<file path="config.mk">
export PLATFORM = sky130hd
export DESIGN_NAME = cp0_irq_ctrl
export DESIGN_NICKNAME = d
export VERILOG_FILES = /design/src/rtl/cp0_pkg.sv /design/src/rtl/irq_sync.sv /design/src/rtl/cp0_irq_ctrl.sv
export SDC_FILE = /design/constraint.sdc
export NUM_CORES = 1
export LEC_CHECK = 0
export BUFFER_PORTS_ARGS = -buffer_cell sky130_fd_sc_hd__buf_2
export CAP_MARGIN = 0
export CORE_MARGIN = 2
export CORE_UTILIZATION = 45
export DETAILED_ROUTE_END_ITERATION = 10
export GPL_TIMING_DRIVEN = 0
export PLACE_DENSITY = 0.77
export REMOVE_ABC_BUFFERS = 1
export SLEW_MARGIN = 20
export SYNTH_ARGS = -nofsm -noshare
export SYNTH_HDL_FRONTEND = slang
export SYNTH_HIERARCHICAL = 1
export SYNTH_SLANG_ARGS = --single-unit
</file>
<file path="constraint.sdc">
create_clock -name clk -period 5.02 [get_ports clk]
set_input_delay 1.506 -clock clk [delete_from_list [all_inputs] [get_ports clk]]
set_output_delay 1.506 -clock clk [all_outputs]
set_load 0.01 [all_outputs]
</file>
<file path="src/rtl/cp0_pkg.sv">
// Package: cp0_pkg
// Shared constants for the coprocessor-0 interrupt/exception controller:
// CP0 register numbers, SR/Cause bit positions, ExcCode values and the
// EPC computation used when an exception is taken.
package cp0_pkg;

  localparam logic [4:0] CP0_SR    = 5'd12;
  localparam logic [4:0] CP0_CAUSE = 5'd13;
  localparam logic [4:0] CP0_EPC   = 5'd14;
  localparam logic [4:0] CP0_PRID  = 5'd15;

  localparam int unsigned IE_BIT  = 0;
  localparam int unsigned EXL_BIT = 1;
  localparam int unsigned IM_LSB  = 10;
  localparam int unsigned IP_LSB  = 10;
  localparam int unsigned BD_BIT  = 31;
  localparam int unsigned EXC_LSB = 2;

  localparam logic [4:0] INT  = 5'd0;
  localparam logic [4:0] ADEL = 5'd4;
  localparam logic [4:0] ADES = 5'd5;
  localparam logic [4:0] RI   = 5'd10;
  localparam logic [4:0] OV   = 5'd12;

  // A delay-slot instruction restarts at its branch, one word earlier.
  // The subtraction wraps modulo 2^32.
  function automatic logic [31:0] calc_epc(input logic [31:0] pc, input logic bd);
    logic [31:0] aligned;
    aligned = {pc[31:2], 2'b00};
    return bd ? (aligned - 32'd4) : aligned;
  endfunction

endpackage

</file>
<file path="src/rtl/irq_sync.sv">
// Module: irq_sync
// WIDTH-wide two-flop synchroniser for asynchronous interrupt lines.
// Only built when IRQ_SYNC_EN is defined; the default build has no use for it.
// Ports:
//   clk   - system clock
//   reset - synchronous, active-low reset (both flops clear to 0)
//   d     - asynchronous input lines
//   q     - synchronised lines (second flop)
`ifdef IRQ_SYNC_EN
module irq_sync #(
  parameter int WIDTH = 1
) (
  input  logic             clk,
  input  logic             reset,
  input  logic [WIDTH-1:0] d,
  output logic [WIDTH-1:0] q
);

  logic [WIDTH-1:0] meta;

  always_ff @(posedge clk) begin
    if (!reset) begin
      meta <= '0;
      q    <= '0;
    end else begin
      meta <= d;
      q    <= meta;
    end
  end

endmodule
`endif

</file>
<file path="src/rtl/cp0_irq_ctrl.sv">
// Module: cp0_irq_ctrl
// Coprocessor-0 exception/interrupt controller for the pipelined MIPS core,
// sampled at the M stage. Holds SR, Cause, EPC and PRId, arbitrates external
// interrupts against synchronous exceptions, raises a combinational
// flush/redirect request, and services mfc0, mtc0 and eret.
// Build option: IRQ_SYNC_EN - when defined, hw_int passes through a two-flop
//   synchroniser (irq_sync) before use, adding two cycles of latency.
// Ports:
//   clk, reset           - clock, synchronous active-low reset
//   hw_int[NUM_IRQ]      - level-sensitive device interrupt lines
//   pc_m, bd_m           - PC and delay-slot flag of the M instruction
//   exc_valid_m, exc_code_m - synchronous exception from M and its ExcCode
//   eret_m               - eret in M
//   we, addr, wdata      - mtc0 write strobe, CP0 register number, data
//   rdata                - mfc0 read data (combinational from addr)
//   req, exc_pc          - flush/redirect request and redirect target
//   epc_out              - current EPC
module cp0_irq_ctrl
  import cp0_pkg::*;
#(
  parameter int          NUM_IRQ    = 6,
  parameter logic [31:0] PRID_VAL   = 32'h0000_0001,
  parameter logic [31:0] HANDLER_PC = 32'h0000_4180
) (
  input  logic               clk,
  input  logic               reset,
  input  logic [NUM_IRQ-1:0] hw_int,
  input  logic [31:0]        pc_m,
  input  logic               bd_m,
  input  logic               exc_valid_m,
  input  logic [4:0]         exc_code_m,
  input  logic               eret_m,
  input  logic               we,
  input  logic [4:0]         addr,
  input  logic [31:0]        wdata,
  output logic [31:0]        rdata,
  output logic               req,
  output logic [31:0]        exc_pc,
  output logic [31:0]        epc_out
);

  logic [NUM_IRQ-1:0] hw_int_eff;

`ifdef IRQ_SYNC_EN
  irq_sync #(.WIDTH(NUM_IRQ)) u_irq_sync (
    .clk   (clk),
    .reset (reset),
    .d     (hw_int),
    .q     (hw_int_eff)
  );
`else
  assign hw_int_eff = hw_int;
`endif

  logic               sr_ie;
  logic               sr_exl;
  logic [NUM_IRQ-1:0] sr_im;
  logic [4:0]         cause_exc;
  logic [NUM_IRQ-1:0] cause_ip;
  logic               cause_bd;
  logic [31:0]        epc;

  logic int_req;
  logic ex_req;
  logic sr_wr;
  logic epc_wr;

  // Interrupts look at the live lines, not the registered IP copy, so a
  // line edge can take effect in the same cycle.
  assign int_req = (|(hw_int_eff & sr_im)) & sr_ie & ~sr_exl;
  assign ex_req  = exc_valid_m & ~sr_exl;
  assign req     = int_req | ex_req;

  assign sr_wr  = we && (addr == CP0_SR);
  assign epc_wr = we && (addr == CP0_EPC);

  // The req/eret updates come after the mtc0 updates so they override EXL
  // and EPC, while IE/IM from a same-cycle SR write still land.
  always_ff @(posedge clk) begin
    if (!reset) begin
      sr_ie     <= 1'b0;
      sr_exl    <= 1'b0;
      sr_im     <= '0;
      cause_exc <= 5'd0;
      cause_ip  <= '0;
      cause_bd  <= 1'b0;
      epc       <= 32'd0;
    end else begin
      cause_ip <= hw_int_eff;

      if (sr_wr) begin
        sr_ie  <= wdata[IE_BIT];
        sr_exl <= wdata[EXL_BIT];
        sr_im  <= wdata[IM_LSB +: NUM_IRQ];
      end
      if (epc_wr) begin
        epc <= {wdata[31:2], 2'b00};
      end

      if (req) begin
        sr_exl    <= 1'b1;
        cause_exc <= int_req ? INT : exc_code_m;
        cause_bd  <= bd_m;
        epc       <= calc_epc(pc_m, bd_m);
      end else if (eret_m) begin
        sr_exl <= 1'b0;
      end
    end
  end

  logic [31:0] sr_word;
  logic [31:0] cause_word;

  always_comb begin
    sr_word                     = 32'd0;
    sr_word[IE_BIT]             = sr_ie;
    sr_word[EXL_BIT]            = sr_exl;
    sr_word[IM_LSB +: NUM_IRQ]  = sr_im;

    cause_word                    = 32'd0;
    cause_word[EXC_LSB +: 5]      = cause_exc;
    cause_word[IP_LSB +: NUM_IRQ] = cause_ip;
    cause_word[BD_BIT]            = cause_bd;
  end

  always_comb begin
    rdata = 32'd0;
    case (addr)
      CP0_SR:    rdata = sr_word;
      CP0_CAUSE: rdata = cause_word;
      CP0_EPC:   rdata = epc;
      CP0_PRID:  rdata = PRID_VAL;
      default:   rdata = 32'd0;
    endcase
  end

  always_comb begin
    exc_pc = 32'd0;
    if (req) begin
      exc_pc = HANDLER_PC;
    end else if (eret_m) begin
      exc_pc = epc;
    end
  end

  assign epc_out = epc;

endmodule

</file>
# Word level (Yosys, flattened, before mapping)
# Cells that the tools add are included.
# word_totals
regBits,52
input_bits,86
output_inout_bits,97
wordCells,33
# op_classes
addsub,1
eq_ne,4
mux,10
n_bitwise,6
n_reduce_logical,5
# ops
cell,n
32-bit 2-to-1 mux,5
32-bit one-hot mux with 4 select lines,1
"32-bit by 3-bit subtractor with 32-bit output, second input constant",1
"5-bit by 4-bit == test with 1-bit output, second input constant",4
6-bit AND,1
6-bit OR reduction,1
5-bit 2-to-1 mux,1
1-bit AND,3
1-bit 2-to-1 mux,3
3-bit nonzero test,1
1-bit logical AND,2
2-bit nonzero test,1
1-bit inverter,1
1-bit bitwise OR,1

# Depth between registers and ports, before layout
# depth
ltp_word,6
depth_mapped,8
ltp_nobuf,7

# Least setup slack after synthesis
# Ideal clock, no wire load.
# synth_path
path_kind,input to output
start,in hw_int[4]
end,out exc_pc[14]
arrival_time_ps,2788
required_ps,3514
slack_ps,726
path_stages,6
n_path_buf,2
cell_sequence,a22oi_1 > a31oi_1 > o21bai_1 > clkbuf_1 > buf_2 > nand2_1
# synth_between
elab_chain_cells,6
# synth_lines
element,line,source
"start, declared",cp0_irq_ctrl.sv:27,"input logic [NUM_IRQ-1:0] hw_int,"
6-bit AND,cp0_irq_ctrl.sv:70,assign int_req = (|(hw_int_eff & sr_im)) & sr_ie & ~sr_exl;
6-bit OR reduction,cp0_irq_ctrl.sv:70,
1-bit AND (2 in a row),cp0_irq_ctrl.sv:70,
1-bit bitwise OR,cp0_irq_ctrl.sv:72,assign req = int_req | ex_req;
32-bit 2-to-1 mux,cp0_irq_ctrl.sv:139,if (req) begin
"end, declared",cp0_irq_ctrl.sv:38,"output logic [31:0] exc_pc,"
# Every way passes these cells.

# Worst setup path after layout
# layout_path
start,in hw_int[0]
end,out exc_pc[25]
# Same word-level chain as after synthesis.

==> metrics <==
Hold Path Cell Cnt=2; status=complete, no violations; Die Ht=91.1 um; Sw Ratio=30.0%; drt drc=0; Fmax=220 MHz; Distinct cells, synth=45; worst r2r src=sr_im[0]; vias in the first global route=3,421; grt ovf=0; DR vias=3,540; Die ar.=8300 um2; hold crit path type=flop to flop; sum of net half-perimeters after detailed placement=7.46 mm; total power=0.973 mW; # diodes=0; core outline area=7290 um2; CP Data Arrival Time=3.05 ns; WHS=0.549 ns; clock root buffer=clkbuf_8; Finished Layout Cells=658; largest net degree at the start of global routing=51; P_int=0.680 mW; final RePlAce weighted congestion=0.817; area delta synth->final=30.9%; Setup Skew=0.00350 ns; nets=645; WL per Instance=15.2 um; Synth area leaders=dfxtp_1 29%, mux2i_1 13%, and3_1 8.6%; reg2reg path depth=6; Sink Count=50; Port Buf Inserts=176; ys async rst share=0%; Post-synth EDFFs=0; Setup TNS=0 ns; Clock Tree Buf Depth=2; power share of the sequential group=45.8%; # H-tree levels=2; Final ANT Viol Nets=0; gr usage total=23.5%; Max VDD drop=0.105 mV; Synth area leader=dfxtp_1; routed wire length=9.98 mm; power share of the clock group=30.1%; TritonRoute pass-1 iters=5; most common cell in the netlist=dfxtp_1; initial antenna violation count=0; Critical Path RT=3.51 ns; critical path fanouts, max=42; max incr delay on CP=0.45 ns; Slew Limit Fails=0; r2r setup slk=3.20 ns; Die Wd=91.1 um; layout cells sized above 1=35.6%; Reg-to-Reg End=cause_bd; final hold vios=0; worst slew pin tran=0.914 ns; Synth Warn #=6; P_sw=0.292 mW; MaxCap Viol Count=0; RSZ-0062 raised after global routing=false; crit path capture type=output pin; most used flip-flop cell after synthesis=dfxtp_1; global-route wire length before repair=16.3 mm; post-CTS resize count=0; WS Path Type=input port to output pin; IO Count=183; post-synth top area share=29.3%; P_leak=2.51 nW; Num CTS Buffers=5; top cells by count, synth=50 x dfxtp_1, 47 x and3_1, 45 x mux2i_1; period utilisation layout=90.7%; DRT iter0 DRCs=151; cell with the largest stage delay on the worst path=o21bai_4; Placed Cells=650; Startpoint Class=input port; CTS tree=yes; combinational fraction of design power=24.1%; vias per std cell=5.38; total setup buffers inserted after CTS=0; Setup violations, final=0; Top cell by count, worst path=buf_2; Post-Syn Area per Cell=8.45 um2; cell area after synthesis=3410 um2; # hold bufs at CTS=0; Slew Limit Headroom=39.1%; clk_lat worst skew=0.30 ns; Rows=31; Seq cells post-synth=50; Starting Density=46.8%; minimum clock period=4.55 ns; cells along the critical path=buf_2, a22oi_1, a31oi_1, o21bai_4, buf_12, and3_1, buf_2; clock slew at reported path FFs=0.09 ns; Seq/Total Area, Yosys=29.3%; Hold Path Origin=cause_exc[2]; Synth Instances=404; pwr dens=218 nW/um2; hold path endpoint=cause_exc[2]
## worst max path at each step
stage	cells past startpoint	end	slack, ns	from
after global placement	6	exc_pc[31]	-3.43	hw_int[0]
final	7	exc_pc[25]	0.47	hw_int[0]
after CTS	7	exc_pc[23]	0.47	hw_int[0]
after global routing	7	exc_pc[18]	0.34	hw_int[4]
after floorplan	4	exc_pc[10]	-1.79	hw_int[4]
after detailed placement	7	exc_pc[23]	0.47	hw_int[0]
## worst max-delay path: cells and delay by family
family	cells	cell delay (ns)
AOI/OAI and AO/OA	3	0.85
buffers and inverters	3	0.48
and+or+nand+nor	1	0.17
## layout by cell type, fill, tap and decap left out, types with 2 or more instances in the layout
cell type,netlist,routed
conb_1,1,4
xor2_1,11,11
inv_1,3,3
nor2b_1,15,15
o211a_1,28,28
and3_1,47,46
nor2_1,31,31
dfxtp_1,50,50
a21oi_1,8,8
and2_1,9,9
mux2i_1,45,45
or4_4,3,3
a22oi_1,14,14
o311a_1,2,2
nand2_1,42,42
or4_1,3,3
clkbuf_8,0,5
nor4_1,5,5
buf_12,0,2
nand4_1,6,6
nor3_1,5,5
buf_2,4,176
nor4_4,2,2
xnor2_1,16,16
nand3_1,3,3
nand4b_1,2,2
## routing by layer
layer  track usage [%]  vias up  wire length [um]
met5                 0        -                 0
met1              28.8     1633              4230
met2              41.0      140              4830
li1                  -     1752                 -
met4              6.69        0               153
met3              5.56       15               765
## registers in the layout, indices dropped and copies added, names as in the netlist
name	count
sr_im	6
sr_exl	1
cause_bd	1
epc_out	30
sr_ie	1
cause_exc	5
cause_ip	6
## area by class of cell
class                           count  area (um2)
Fill cell                         685        2830
Multi-Input combinational cell    318        2270
Sequential cell                    50        1000
Timing Repair Buffer              179         948
Tap cell                           99         124
Clock buffer                        5        68.8
Clock inverter                      3        43.8
Inverter                            4        15.0
## cells by family after synthesis
| logic type | synth area share, % |
|---|---|
| DFF | 29.3 |
| AOI/OAI and AO/OA | 14.1 |
| and+or+nand+nor | 31.0 |
| adders and majority gates | 0.367 |
| buffers and inverters | 4.99 |
| xor gates and xnor gates | 6.93 |
| other | 0.110 |
| muxes | 13.2 |
## through the flow
stage / setup slack (ns) / utilization (%) / instance area [um2]
after detailed placement: 0.472 / 59.7 / 4350
after global placement: -3.43 / 58.6 / 4270
final: 0.468 / 61.3 / 4470
after global routing: 0.343 / 61.3 / 4470
after CTS: 0.466 / 61.3 / 4470
after floorplan: -1.79 / - / 3270
## power by group through the flow
stage	logic, mW	registers [mW]	clock network, mW
finish	0.234	0.446	0.293
global route	0.260	0.450	0.317
global placement	0.230	0.453	0
floorplan	0.113	0.460	0
CTS	0.236	0.445	0.301
detailed placement	0.235	0.454	0
(Power assumes the default switching activity.)
